**src/rtl/legv8_ctrl_pkg.sv**
```systemverilog
// Shared encodings for the LEGv8 multi-cycle control unit: states, opcodes,
// control-word field codes and the control-word layout itself.
package legv8_ctrl_pkg;

  typedef enum logic [2:0] {
    ST_IDLE  = 3'd0,
    ST_FETCH = 3'd1,
    ST_EXEC  = 3'd2,
    ST_CBR   = 3'd3,
    ST_HALT  = 3'd4
  } state_t;

  typedef enum logic [2:0] {IMM_NONE, IMM_I, IMM_D, IMM_B, IMM_CB} imm_fmt_t;

  typedef enum logic [4:0] {
    OP_BAD, OP_ADD, OP_ADDS, OP_SUB, OP_SUBS, OP_AND, OP_ORR,
    OP_ADDI, OP_SUBI, OP_ANDI, OP_ORRI, OP_LDUR, OP_STUR,
    OP_B, OP_BCOND, OP_BR, OP_CBZ, OP_CBNZ
  } op_t;

  localparam logic [10:0] OPC_ADD  = 11'h458;
  localparam logic [10:0] OPC_ADDS = 11'h558;
  localparam logic [10:0] OPC_SUB  = 11'h658;
  localparam logic [10:0] OPC_SUBS = 11'h758;
  localparam logic [10:0] OPC_AND  = 11'h450;
  localparam logic [10:0] OPC_ORR  = 11'h550;
  localparam logic [10:0] OPC_LDUR = 11'h7C2;
  localparam logic [10:0] OPC_STUR = 11'h7C0;
  localparam logic [10:0] OPC_BR   = 11'h6B0;
  localparam logic [9:0]  OPC_ADDI = 10'h244;
  localparam logic [9:0]  OPC_SUBI = 10'h344;
  localparam logic [9:0]  OPC_ANDI = 10'h248;
  localparam logic [9:0]  OPC_ORRI = 10'h2C8;
  localparam logic [7:0]  OPC_CBZ  = 8'hB4;
  localparam logic [7:0]  OPC_CBNZ = 8'hB5;
  localparam logic [7:0]  OPC_BCOND = 8'h54;
  localparam logic [5:0]  OPC_B    = 6'h05;

  // ALU function codes: {op_sel[2:0], invert_b, invert_a}
  localparam logic [4:0] FS_AND    = 5'b00000;
  localparam logic [4:0] FS_OR     = 5'b00100;
  localparam logic [4:0] FS_ADD    = 5'b01000;
  localparam logic [4:0] FS_SUB    = 5'b01010;
  localparam logic [4:0] FS_PASS_B = 5'b11000;

  localparam logic [1:0] PCFS_HOLD = 2'b00;
  localparam logic [1:0] PCFS_INC  = 2'b01;
  localparam logic [1:0] PCFS_ADD  = 2'b10;
  localparam logic [1:0] PCFS_LOAD = 2'b11;

  localparam logic [1:0] DT_ALU = 2'd0;
  localparam logic [1:0] DT_B   = 2'd1;
  localparam logic [1:0] DT_PC4 = 2'd2;
  localparam logic [1:0] DT_MEM = 2'd3;

  localparam logic ADDR_ALU = 1'b0;
  localparam logic ADDR_PC  = 1'b1;
  localparam logic BSEL_REG = 1'b0;
  localparam logic BSEL_K   = 1'b1;
  localparam logic PCSEL_A  = 1'b0;
  localparam logic PCSEL_K  = 1'b1;

  localparam logic [1:0] CS_RAM     = 2'b01;
  localparam logic [1:0] SIZE_DWORD = 2'b11;

  localparam int STAT_Z = 0;
  localparam int STAT_N = 1;
  localparam int STAT_C = 2;
  localparam int STAT_V = 3;

  localparam logic [3:0] COND_EQ = 4'h0;
  localparam logic [3:0] COND_NE = 4'h1;
  localparam logic [3:0] COND_GE = 4'hA;
  localparam logic [3:0] COND_LT = 4'hB;

  typedef struct packed {
    logic [4:0] fs;
    logic [4:0] sa;
    logic [4:0] sb;
    logic [4:0] da;
    logic       w_reg;
    logic       c0;
    logic [1:0] mem_cs;
    logic       b_sel;
    logic       mem_write_en;
    logic       ir_load;
    logic       status_load;
    logic [1:0] size;
    logic       add_tri_sel;
    logic [1:0] data_tri_sel;
    logic       pc_sel;
    logic [1:0] pc_fs;
  } ctrl_word_t;

  // Longest opcode match wins.
  function automatic op_t decode_op(input logic [10:0] opc);
    case (opc)
      OPC_ADD:  return OP_ADD;
      OPC_ADDS: return OP_ADDS;
      OPC_SUB:  return OP_SUB;
      OPC_SUBS: return OP_SUBS;
      OPC_AND:  return OP_AND;
      OPC_ORR:  return OP_ORR;
      OPC_LDUR: return OP_LDUR;
      OPC_STUR: return OP_STUR;
      OPC_BR:   return OP_BR;
      default:  ;
    endcase
    case (opc[10:1])
      OPC_ADDI: return OP_ADDI;
      OPC_SUBI: return OP_SUBI;
      OPC_ANDI: return OP_ANDI;
      OPC_ORRI: return OP_ORRI;
      default:  ;
    endcase
    case (opc[10:3])
      OPC_CBZ:   return OP_CBZ;
      OPC_CBNZ:  return OP_CBNZ;
      OPC_BCOND: return OP_BCOND;
      default:   ;
    endcase
    if (opc[10:5] == OPC_B) return OP_B;
    return OP_BAD;
  endfunction

  function automatic logic [4:0] alu_fs(input op_t op);
    case (op)
      OP_SUB, OP_SUBS, OP_SUBI: return FS_SUB;
      OP_AND, OP_ANDI:          return FS_AND;
      OP_ORR, OP_ORRI:          return FS_OR;
      default:                  return FS_ADD;
    endcase
  endfunction

  function automatic logic cond_taken(input logic [3:0] cond, input logic [3:0] flags);
    case (cond)
      COND_EQ: return flags[STAT_Z];
      COND_NE: return !flags[STAT_Z];
      COND_GE: return flags[STAT_N] == flags[STAT_V];
      COND_LT: return flags[STAT_N] != flags[STAT_V];
      default: return 1'b0;
    endcase
  endfunction

endpackage

```
**src/rtl/legv8_imm_gen.sv**
```systemverilog
// Immediate generator: extracts and extends the instruction immediate
// selected by the decoder into the 64-bit k bus.
module legv8_imm_gen
  import legv8_ctrl_pkg::*;
(
  input  logic [25:0] field,
  input  imm_fmt_t    fmt,
  output logic [63:0] k
);

  always_comb begin
    k = '0;
    case (fmt)
      IMM_I:   k = {52'd0, field[21:10]};
      IMM_D:   k = {{55{field[20]}}, field[20:12]};
      IMM_B:   k = {{36{field[25]}}, field[25:0], 2'b00};
      IMM_CB:  k = {{43{field[23]}}, field[23:5], 2'b00};
      default: k = '0;
    endcase
  end

endmodule

```
**src/rtl/legv8_control_unit.sv**
```systemverilog
// Multi-cycle LEGv8 control FSM: decodes IR and flags into the datapath
// control word and immediate, with bounded memory wait states.
module legv8_control_unit
  import legv8_ctrl_pkg::*;
#(
  parameter int WAIT_MAX = 15
) (
  input  logic        clock,
  input  logic        reset,
  input  logic [31:0] IR,
  input  logic [3:0]  status,
  input  logic        mem_ready,
  output logic [35:0] controlWord,
  output logic [63:0] k,
  output logic        halted,
  output logic [2:0]  state_dbg
);

  state_t     state, state_nxt;
  logic [3:0] wait_cnt;
  logic       mem_wait;
  ctrl_word_t cw;
  imm_fmt_t   fmt;
  op_t        op;
  logic [4:0] rn, rm, rd;

  assign op = decode_op(IR[31:21]);
  assign rn = IR[9:5];
  assign rm = IR[20:16];
  assign rd = IR[4:0];

  legv8_imm_gen u_imm_gen (
    .field (IR[25:0]),
    .fmt   (fmt),
    .k     (k)
  );

  // NOTE: sequential state uses non-blocking assignments so every register
  // samples pre-edge values regardless of statement order.
  always_ff @(posedge clock or posedge reset) begin
    if (reset) begin
      state    <= ST_IDLE;
      wait_cnt <= '0;
    end else begin
      state <= state_nxt;
      if (state_nxt != state) wait_cnt <= '0;
      else if (mem_wait)      wait_cnt <= wait_cnt + 4'd1;
    end
  end

  // NOTE: every output of this block gets a default first, so no path can
  // leave a variable unassigned and infer a latch.
  always_comb begin
    cw        = '0;
    fmt       = IMM_NONE;
    state_nxt = state;
    mem_wait  = 1'b0;
    case (state)
      ST_IDLE: state_nxt = ST_FETCH;
      ST_FETCH: begin
        cw.add_tri_sel  = ADDR_PC;
        cw.data_tri_sel = DT_MEM;
        cw.mem_cs       = CS_RAM;
        cw.size         = SIZE_DWORD;
        cw.ir_load      = mem_ready;
        if (mem_ready) state_nxt = ST_EXEC;
        else           mem_wait  = 1'b1;
      end
      ST_EXEC: begin
        cw.pc_fs  = PCFS_INC;
        state_nxt = ST_FETCH;
        case (op)
          OP_ADD, OP_ADDS, OP_SUB, OP_SUBS, OP_AND, OP_ORR: begin
            cw.fs          = alu_fs(op);
            cw.c0          = (alu_fs(op) == FS_SUB);
            cw.sa          = rn;
            cw.sb          = rm;
            cw.da          = rd;
            cw.w_reg       = 1'b1;
            cw.status_load = (op == OP_ADDS) || (op == OP_SUBS);
          end
          OP_ADDI, OP_SUBI, OP_ANDI, OP_ORRI: begin
            fmt      = IMM_I;
            cw.fs    = alu_fs(op);
            cw.c0    = (alu_fs(op) == FS_SUB);
            cw.sa    = rn;
            cw.da    = rd;
            cw.b_sel = BSEL_K;
            cw.w_reg = 1'b1;
          end
          OP_LDUR, OP_STUR: begin
            fmt            = IMM_D;
            cw.fs          = FS_ADD;
            cw.sa          = rn;
            cw.b_sel       = BSEL_K;
            cw.add_tri_sel = ADDR_ALU;
            cw.mem_cs      = CS_RAM;
            cw.size        = SIZE_DWORD;
            if (op == OP_LDUR) begin
              cw.da           = rd;
              cw.data_tri_sel = DT_MEM;
              cw.w_reg        = mem_ready;
            end else begin
              cw.sb           = rd;
              cw.data_tri_sel = DT_B;
              cw.mem_write_en = mem_ready;
            end
            // PC keeps the instruction address until the access completes
            if (!mem_ready) begin
              cw.pc_fs  = PCFS_HOLD;
              state_nxt = ST_EXEC;
              mem_wait  = 1'b1;
            end
          end
          OP_B: begin
            fmt       = IMM_B;
            cw.pc_sel = PCSEL_K;
            cw.pc_fs  = PCFS_ADD;
          end
          OP_BCOND: begin
            fmt       = IMM_CB;
            cw.pc_sel = PCSEL_K;
            cw.pc_fs  = cond_taken(IR[3:0], status) ? PCFS_ADD : PCFS_INC;
          end
          OP_BR: begin
            cw.sa     = rn;
            cw.pc_sel = PCSEL_A;
            cw.pc_fs  = PCFS_LOAD;
          end
          OP_CBZ, OP_CBNZ: begin
            // Flags are refreshed from Rt; the branch resolves next cycle in CBR
            cw.fs          = FS_PASS_B;
            cw.sb          = rd;
            cw.status_load = 1'b1;
            cw.pc_fs       = PCFS_HOLD;
            state_nxt      = ST_CBR;
          end
          default: begin
            cw.pc_fs  = PCFS_HOLD;
            state_nxt = ST_HALT;
          end
        endcase
      end
      ST_CBR: begin
        fmt       = IMM_CB;
        cw.pc_sel = PCSEL_K;
        cw.pc_fs  = ((op == OP_CBZ) == status[STAT_Z]) ? PCFS_ADD : PCFS_INC;
        state_nxt = ST_FETCH;
      end
      default: state_nxt = ST_HALT;
    endcase
    if (mem_wait && WAIT_MAX != 0 && wait_cnt == 4'(WAIT_MAX - 1))
      state_nxt = ST_HALT;
  end

  assign controlWord = cw;
  assign halted      = (state == ST_HALT);
  assign state_dbg   = state;

endmodule
```
**config.mk**
```make
export PLATFORM = sky130hd
export DESIGN_NAME = legv8_control_unit
export DESIGN_NICKNAME = d
export VERILOG_FILES = /design/src/rtl/legv8_ctrl_pkg.sv /design/src/rtl/legv8_imm_gen.sv /design/src/rtl/legv8_control_unit.sv
export SDC_FILE = /design/constraint.sdc
export NUM_CORES = 1
export LEC_CHECK = 0
export CAP_MARGIN = 20
export CORE_UTILIZATION = 40
export DETAILED_ROUTE_END_ITERATION = 10
export PLACE_DENSITY = 0.88
export SLEW_MARGIN = 20
export SYNTH_ARGS = -nofsm -noshare
export SYNTH_HDL_FRONTEND = slang
export SYNTH_HIERARCHICAL = 1
export SYNTH_SLANG_ARGS = --single-unit
```
**constraint.sdc**
```tcl
create_clock -name clock -period 12.6 [get_ports clock]
set_clock_uncertainty 0.2 [all_clocks]
set_input_delay 2.52 -clock clock [delete_from_list [all_inputs] [get_ports clock]]
set_output_delay 2.52 -clock clock [all_outputs]
set_load 0.01 [all_outputs]
```
# After elaboration in Yosys (flattened, before gate mapping)
# Index checks and enable logic that the tools add are counted.
[word_totals]
ff_bits = 7
latch_bits = 0
ram_bits = 0
mem_bits_ro = 0
output_inout_bits = 104
word_cells = 142
n_memories = 0
[classes]
add_sub_neg = 1
n_mul = 0
div_mod_pow = 0
n_lt_le_gt_ge = 0
eq_ne = 52
shifts = 0
muxes = 65
n_bitwise = 0
reduce_logical = 22
[op_table]
columns = ["cell", "count"]
rows = [
  ["case mux 64 bit (4 select lines)", 1],
  ["equality test 11 bit (second input constant)", 9],
  ["2-to-1 mux 5 bit", 12],
  ["equality test 5 x 4 -> 1 bit (second input constant)", 10],
  ["case mux 5 bit (3 select lines)", 3],
  ["case mux 5 bit (9 select lines)", 1],
  ["equality test 10 bit (second input constant)", 4],
  ["OR reduction 13 bit", 2],
  ["2-to-1 mux 1 bit", 22],
  ["2-to-1 mux 22 bit", 1],
  ["equality test 5 x 3 -> 1 bit (second input constant)", 4],
  ["case mux 5 bit (4 select lines)", 1],
  ["case mux 3 bit (3 select lines)", 2],
  ["equality test 8 bit (second input constant)", 2],
  ["equality test 3 x 2 -> 1 bit (second input constant)", 4],
  ["equality test 4 bit (second input constant)", 3],
  ["case mux 3 bit (2 select lines)", 2],
  ["case mux 3 bit (4 select lines)", 1],
  ["case mux 4 bit (3 select lines)", 1],
  ["case mux 6 bit (2 select lines)", 1],
  ["OR reduction 2 bit", 6],
  ["OR reduction 6 bit", 2],
  ["equality test 5 x 2 -> 1 bit (second input constant)", 2],
  ["equality test 5 bit (second input constant)", 2],
  ["28 further kinds", 42],
]

# Depth between registers and ports, before layout
[logic_depth]
word_depth = 21
mapped_depth = 12
mapped_depth_nobuf = 8

# Hierarchy
# Netlist, hierarchy kept.
[modules_own_cells]
columns = ["module", "instances", "cells_each", "area_per_inst_um2", "seq_area_each_um2"]
rows = [
  ["legv8_control_unit", 1, 209, 1426.4, 175.2],
  ["legv8_imm_gen", 1, 133, 1044.8, 0.0],
]

# Worst setup path before layout
# Ideal clock, no wire load.
[synth_timing]
path_type = "in2out"
start = "in IR[24]"
end = "out k[28]"
t_arrival_ps = 5588
slack_ps = 4292
path_stages = 12
n_path_buf = 5
path_cell_list = "buf_6 -> or4_4 -> nand2b_4 -> a21oi_4 -> o21bai_2 -> a21oi_1 -> buf_4 -> buf_4 -> buf_2 -> nand4b_1 -> nand3_1 -> buf_4"
[synth_via]
elab_chain_len = 15
[synth_rtl]
columns = ["element", "line_no", "rtl"]
rows = [
  ["from (decl)", "legv8_control_unit.sv:10", "input logic [31:0] IR,"],
  ["equality test 11 bit", "legv8_ctrl_pkg.sv:97", "case (opc)"],
  ["case mux 5 bit (9 select lines)", "legv8_ctrl_pkg.sv:97", ""],
  ["case mux 5 bit (4 select lines)", "legv8_ctrl_pkg.sv:109", "case (opc[10:1])"],
  ["case mux 5 bit (3 select lines)", "legv8_ctrl_pkg.sv:116", "case (opc[10:3])"],
  ["2-to-1 mux 5 bit", "legv8_ctrl_pkg.sv:122", "if (opc[10:5] == OPC_B) return OP_B;"],
  ["2-to-1 mux 5 bit", "legv8_ctrl_pkg.sv:123", "return OP_BAD;"],
  ["2-to-1 mux 5 bit", "legv8_ctrl_pkg.sv:122", ""],
  ["2-to-1 mux 5 bit", "legv8_ctrl_pkg.sv:116", ""],
  ["2-to-1 mux 5 bit *", "legv8_ctrl_pkg.sv:109", ""],
  ["equality test 5 x 3 -> 1 bit or equality test 5 x 4 -> 1 bit (tied branches)", "legv8_control_unit.sv:72", "case (op)"],
  ["OR reduction 4 bit or OR reduction 2 bit (tied branches)", "--", ""],
  ["case mux 3 bit (4 select lines) *", "legv8_control_unit.sv:72", ""],
  ["case mux 3 bit (2 select lines) *", "legv8_control_unit.sv:58", "case (state)"],
  ["net fmt[1]", "legv8_control_unit.sv:23", "imm_fmt_t fmt;"],
  ["equality test 3 bit, or another cell as far along", "legv8_imm_gen.sv:13", "case (fmt)"],
  ["case mux 64 bit (4 select lines) *", "legv8_imm_gen.sv:13", ""],
  ["to (decl)", "legv8_control_unit.sv:14", "output logic [63:0] k,"],
]
# The timed path passes the listed nets; every way through them passes the cells marked *. The select of a mux whose other input is x is not followed.

# Worst setup path after layout
[layout_timing]
start = "in IR[25]"
end = "out k[55]"
# The elaborated chain is that of the path after synthesis.

==> impl_summary.log <==
[metrics] met3 usage in global routing: 1.36%
[metrics] top cells by area, synth: buf_4, dfrtp_1, nor2_1
[metrics] post-detailed-route wirelength per cell: 16.8 µm
[metrics] HPWL after detailed placement: 6.34 mm
[metrics] number of vias per cell: 6.00
[metrics] post-synthesis sequential area ratio: 7.09%
[metrics] Tot GR Track Use: 25.0%
[metrics] antenna violations before repair: 0
[metrics] count of clock tree sinks: 7
[metrics] number of max-cap violations: 0
[metrics] CP peak stage delay: 0.71 ns
[metrics] fill count: 543
[metrics] Yosys top cell by area: buf_4
[metrics] DR vias: 2,993
[metrics] buffers added on ports: 139
[metrics] number of clock buffers inserted by TritonCTS: 3
[metrics] total count of max-transition violations in the final report: 0
[metrics] static leakage power: 1.24 nW
[metrics] number of primary I/O pins: 143
[metrics] initial core utilization: 41.5%
[metrics] number of nets at the end of the flow: 466
[metrics] area occupied by multi-input gates: 0.00184 mm²
[metrics] peak-usage layer in the global routing report: met2
[metrics] count of standard-cell rows: 28
[metrics] fraction of layout cells with a size suffix above 1: 5.66%
[metrics] most frequent cell after synthesis: buf_4
[metrics] Die X: 80.6 µm
[metrics] Worst Max-Slew Pin Slew: 0.689 ns
[metrics] Resized Gates After CTS: 0
[metrics] met1 track demand over resource: 34.1%
[metrics] capturing point of the worst reg2reg path: wait_cnt[1]
[metrics] cell depth of the worst min-delay path: 2
[metrics] Critical R2R Launch: state_dbg[1]
[metrics] source-to-sink clock delay at the later pin of the worst-skew pair: 0.23 ns
[metrics] worst voltage drop across the vdd grid: 84.6 µV
[metrics] count of yosys warnings during synthesis: 6
[metrics] top cells by instance count after synthesis: buf_4, nor2_1, nand2_1
[metrics] pwr/cell area: 50.7 mW/mm²
[metrics] CTS Root Cell: clkbuf_8
[metrics] post-synthesis register bit count: 7
[metrics] post-layout min period: 9.84 ns
[metrics] antenna cells: 0
[metrics] sort of element at the end of the critical path: output port
[metrics] HP Start: wait_cnt[3]
[metrics] critical setup path kind: in2out
[metrics] unrepaired setup endpoints after global routing: no
[metrics] clock tree from TritonCTS: built
[metrics] post-cts hold buffer count: 0
[metrics] maximum clock frequency: 0.102 GHz
[metrics] dominant register cell in the synthesized netlist: dfrtp_1
[metrics] R2R setup slack: 10.01 ns
[metrics] final hold vios: 0
[metrics] initial detailed-routing violation count: 273
[metrics] number of enable-type register cells in the synthesized netlist: 0
[metrics] period utilisation layout: 78.1%
[metrics] signed area change from the synthesized netlist to the final layout: 45.6%
[metrics] Netlist Area Pre-Place: 0.00247 mm²
[metrics] maximum number of pins on one net before global-route repair: 46
[metrics] Place WS: 2.46 ns
[metrics] Hold EP: wait_cnt[3]
[metrics] Post-CTS Setup Repair Bufs: 0
[metrics] clock slew seen by the registers of the worst setup and hold paths: 0.04 ns
[metrics] mean instance size in the synthesized netlist: 7.23 µm²
[metrics] Fin Setup TNS: 0 ns
[metrics] worst min path class: reg2reg
[metrics] cell chain of the critical path: clkdlybuf4s50_1, nor4bb_1, nand4_1, o21ai_0, o21bai_2, a21oi_4, buf_4, nand4bb_1, nand3_2, clkdlybuf4s50_1
[metrics] proportion of synthesized flip-flops having asynchronous set or reset: 100%
[metrics] critical path startpoint category: input port
[metrics] met2 layer usage reported by global route: 42.0%
[metrics] post-synth top area share: 14.0%
[metrics] Synth Instances: 342
[metrics] Rel. slew slack: 53.4%
[metrics] number of design rule violations left after detail routing: 0
[metrics] slowest stage cell, crit path: nand3_2
[metrics] number of H-tree branching levels: 1
[metrics] Routability Congestion: 0.892
[metrics] run status: completed
[metrics] first-pass GRT wire length: 12.8 mm
[metrics] final WL: 8.38 mm
[metrics] cell mode on critical path: clkdlybuf4s50_1
[metrics] CP arrival: 7.12 ns
[metrics] peak fanout along the critical path: 45
[metrics] length of the first detailed-routing pass in iterations: 5
[metrics] core outline area: 0.00596 mm²
[metrics] unique cell type count in the Yosys netlist: 64
[metrics] die area: 0.00650 mm²
[metrics] ANT nets after route: 0
[metrics] final setup fails: 0
[metrics] die height: 80.6 µm
[metrics] R2R depth: 7
[metrics] GRT overflow: 0
[metrics] number of global-route vias before repair: 2,605
[metrics] Crit path required time: 9.88 ns
[metrics] maximum buffer depth of the clock tree: 2
[metrics] footprint of the flip-flops and latches: 175 µm²
[metrics] Final WS setup: 2.76 ns
-- final cells by class --
class	instances	area share (%)
multi-input cells	262	51.0
flip-flops and latches	7	4.87
clock buffers	4	1.25
repair buffers	142	39.3
inverters	9	0.939
well taps	75	2.61
-- metrics by stage --
step                util [%]  total power [mW]  hold WS, ns  instance area, µm²  cells
CTS                     60.3             0.182        0.338                3590    499
floorplan                  -            0.0979        0.297                2470    343
finish                  60.4             0.183        0.334                3600    499
detailed placement      59.6             0.149        0.332                3550    495
global route            60.4             0.195        0.358                3600    499
global placement        59.6             0.148        0.315                3550    495
-- sequential cells by signal, indices dropped and copies added, names as in the netlist --
| register | count |
|---|---|
| state_dbg | 3 |
| wait_cnt | 4 |
-- critical path: cells and delay by family --
family	cells	cell delay (ns)
buf+inv	3	1.67
compound gates	3	0.58
simple gates	4	2.33
-- worst max path at each step --
stage	start	to	slack, ns	cells after the start
after floorplan	IR[24]	k[28]	4.29	12
after global placement	IR[25]	k[55]	2.60	10
after detailed placement	IR[25]	k[55]	2.46	10
after CTS	IR[25]	k[55]	2.47	10
after global routing	IR[26]	k[28]	2.34	10
final	IR[25]	k[55]	2.76	10
-- kinds of logic (layout without fill, tap and decap cells) --
| group | after synthesis | count (layout) | synth area share (%) |
|---|---|---|---|
| and+or+nand+nor | 164 | 164 | 42.2 |
| muxes | 12 | 12 | 4.86 |
| buffers and inverters | 74 | 155 | 19.5 |
| other | 1 | 2 | 0.152 |
| adders and majority gates | 2 | 2 | 1.01 |
| AOI/OAI and AO/OA | 72 | 72 | 21.6 |
| DFF | 7 | 7 | 7.09 |
| xor gates and xnor gates | 10 | 10 | 3.54 |
-- per-layer routing --
layer / part of all wire, % / routed length, µm
met5: 0 / 0
met4: 1.6 / 135
met3: 9.0 / 751
met2: 48 / 4030
met1: 41 / 3460
-- cell usage in the layout, fill, tap and decap left out, types with 2 or more instances in the layout --
cell             count
a2111oi_0            2
a211o_1              3
a21oi_1             11
a21oi_2              2
a21oi_4              3
a22oi_1              5
a31oi_1              7
a32o_1               2
and2_1              11
and3_1               4
and4bb_2             2
buf_4                3
clkbuf_8             3
clkdlybuf4s50_1    139
conb_1               2
dfrtp_1              7
ha_1                 2
inv_1                9
mux2i_1             12
nand2_1             20
nand2b_1            17
nand3_1             10
nand3b_1             5
nand4_1              3
nand4b_1            12
nand4bb_1            9
nor2_1              33
nor2b_1              5
nor3_1               7
nor3b_1              2
nor4_1               4
nor4bb_1             4
o211ai_1             7
o21ai_0             10
o221ai_1             9
xnor2_1              6
xor2_1               4
-- where the power goes --
group | internal (mW) | switching, mW
combinational | 0.0599 | 0.0529
clock | 0.0219 | 0.00973
sequential | 0.0268 | 0.0113
Power figures use the tool's default switching activity.
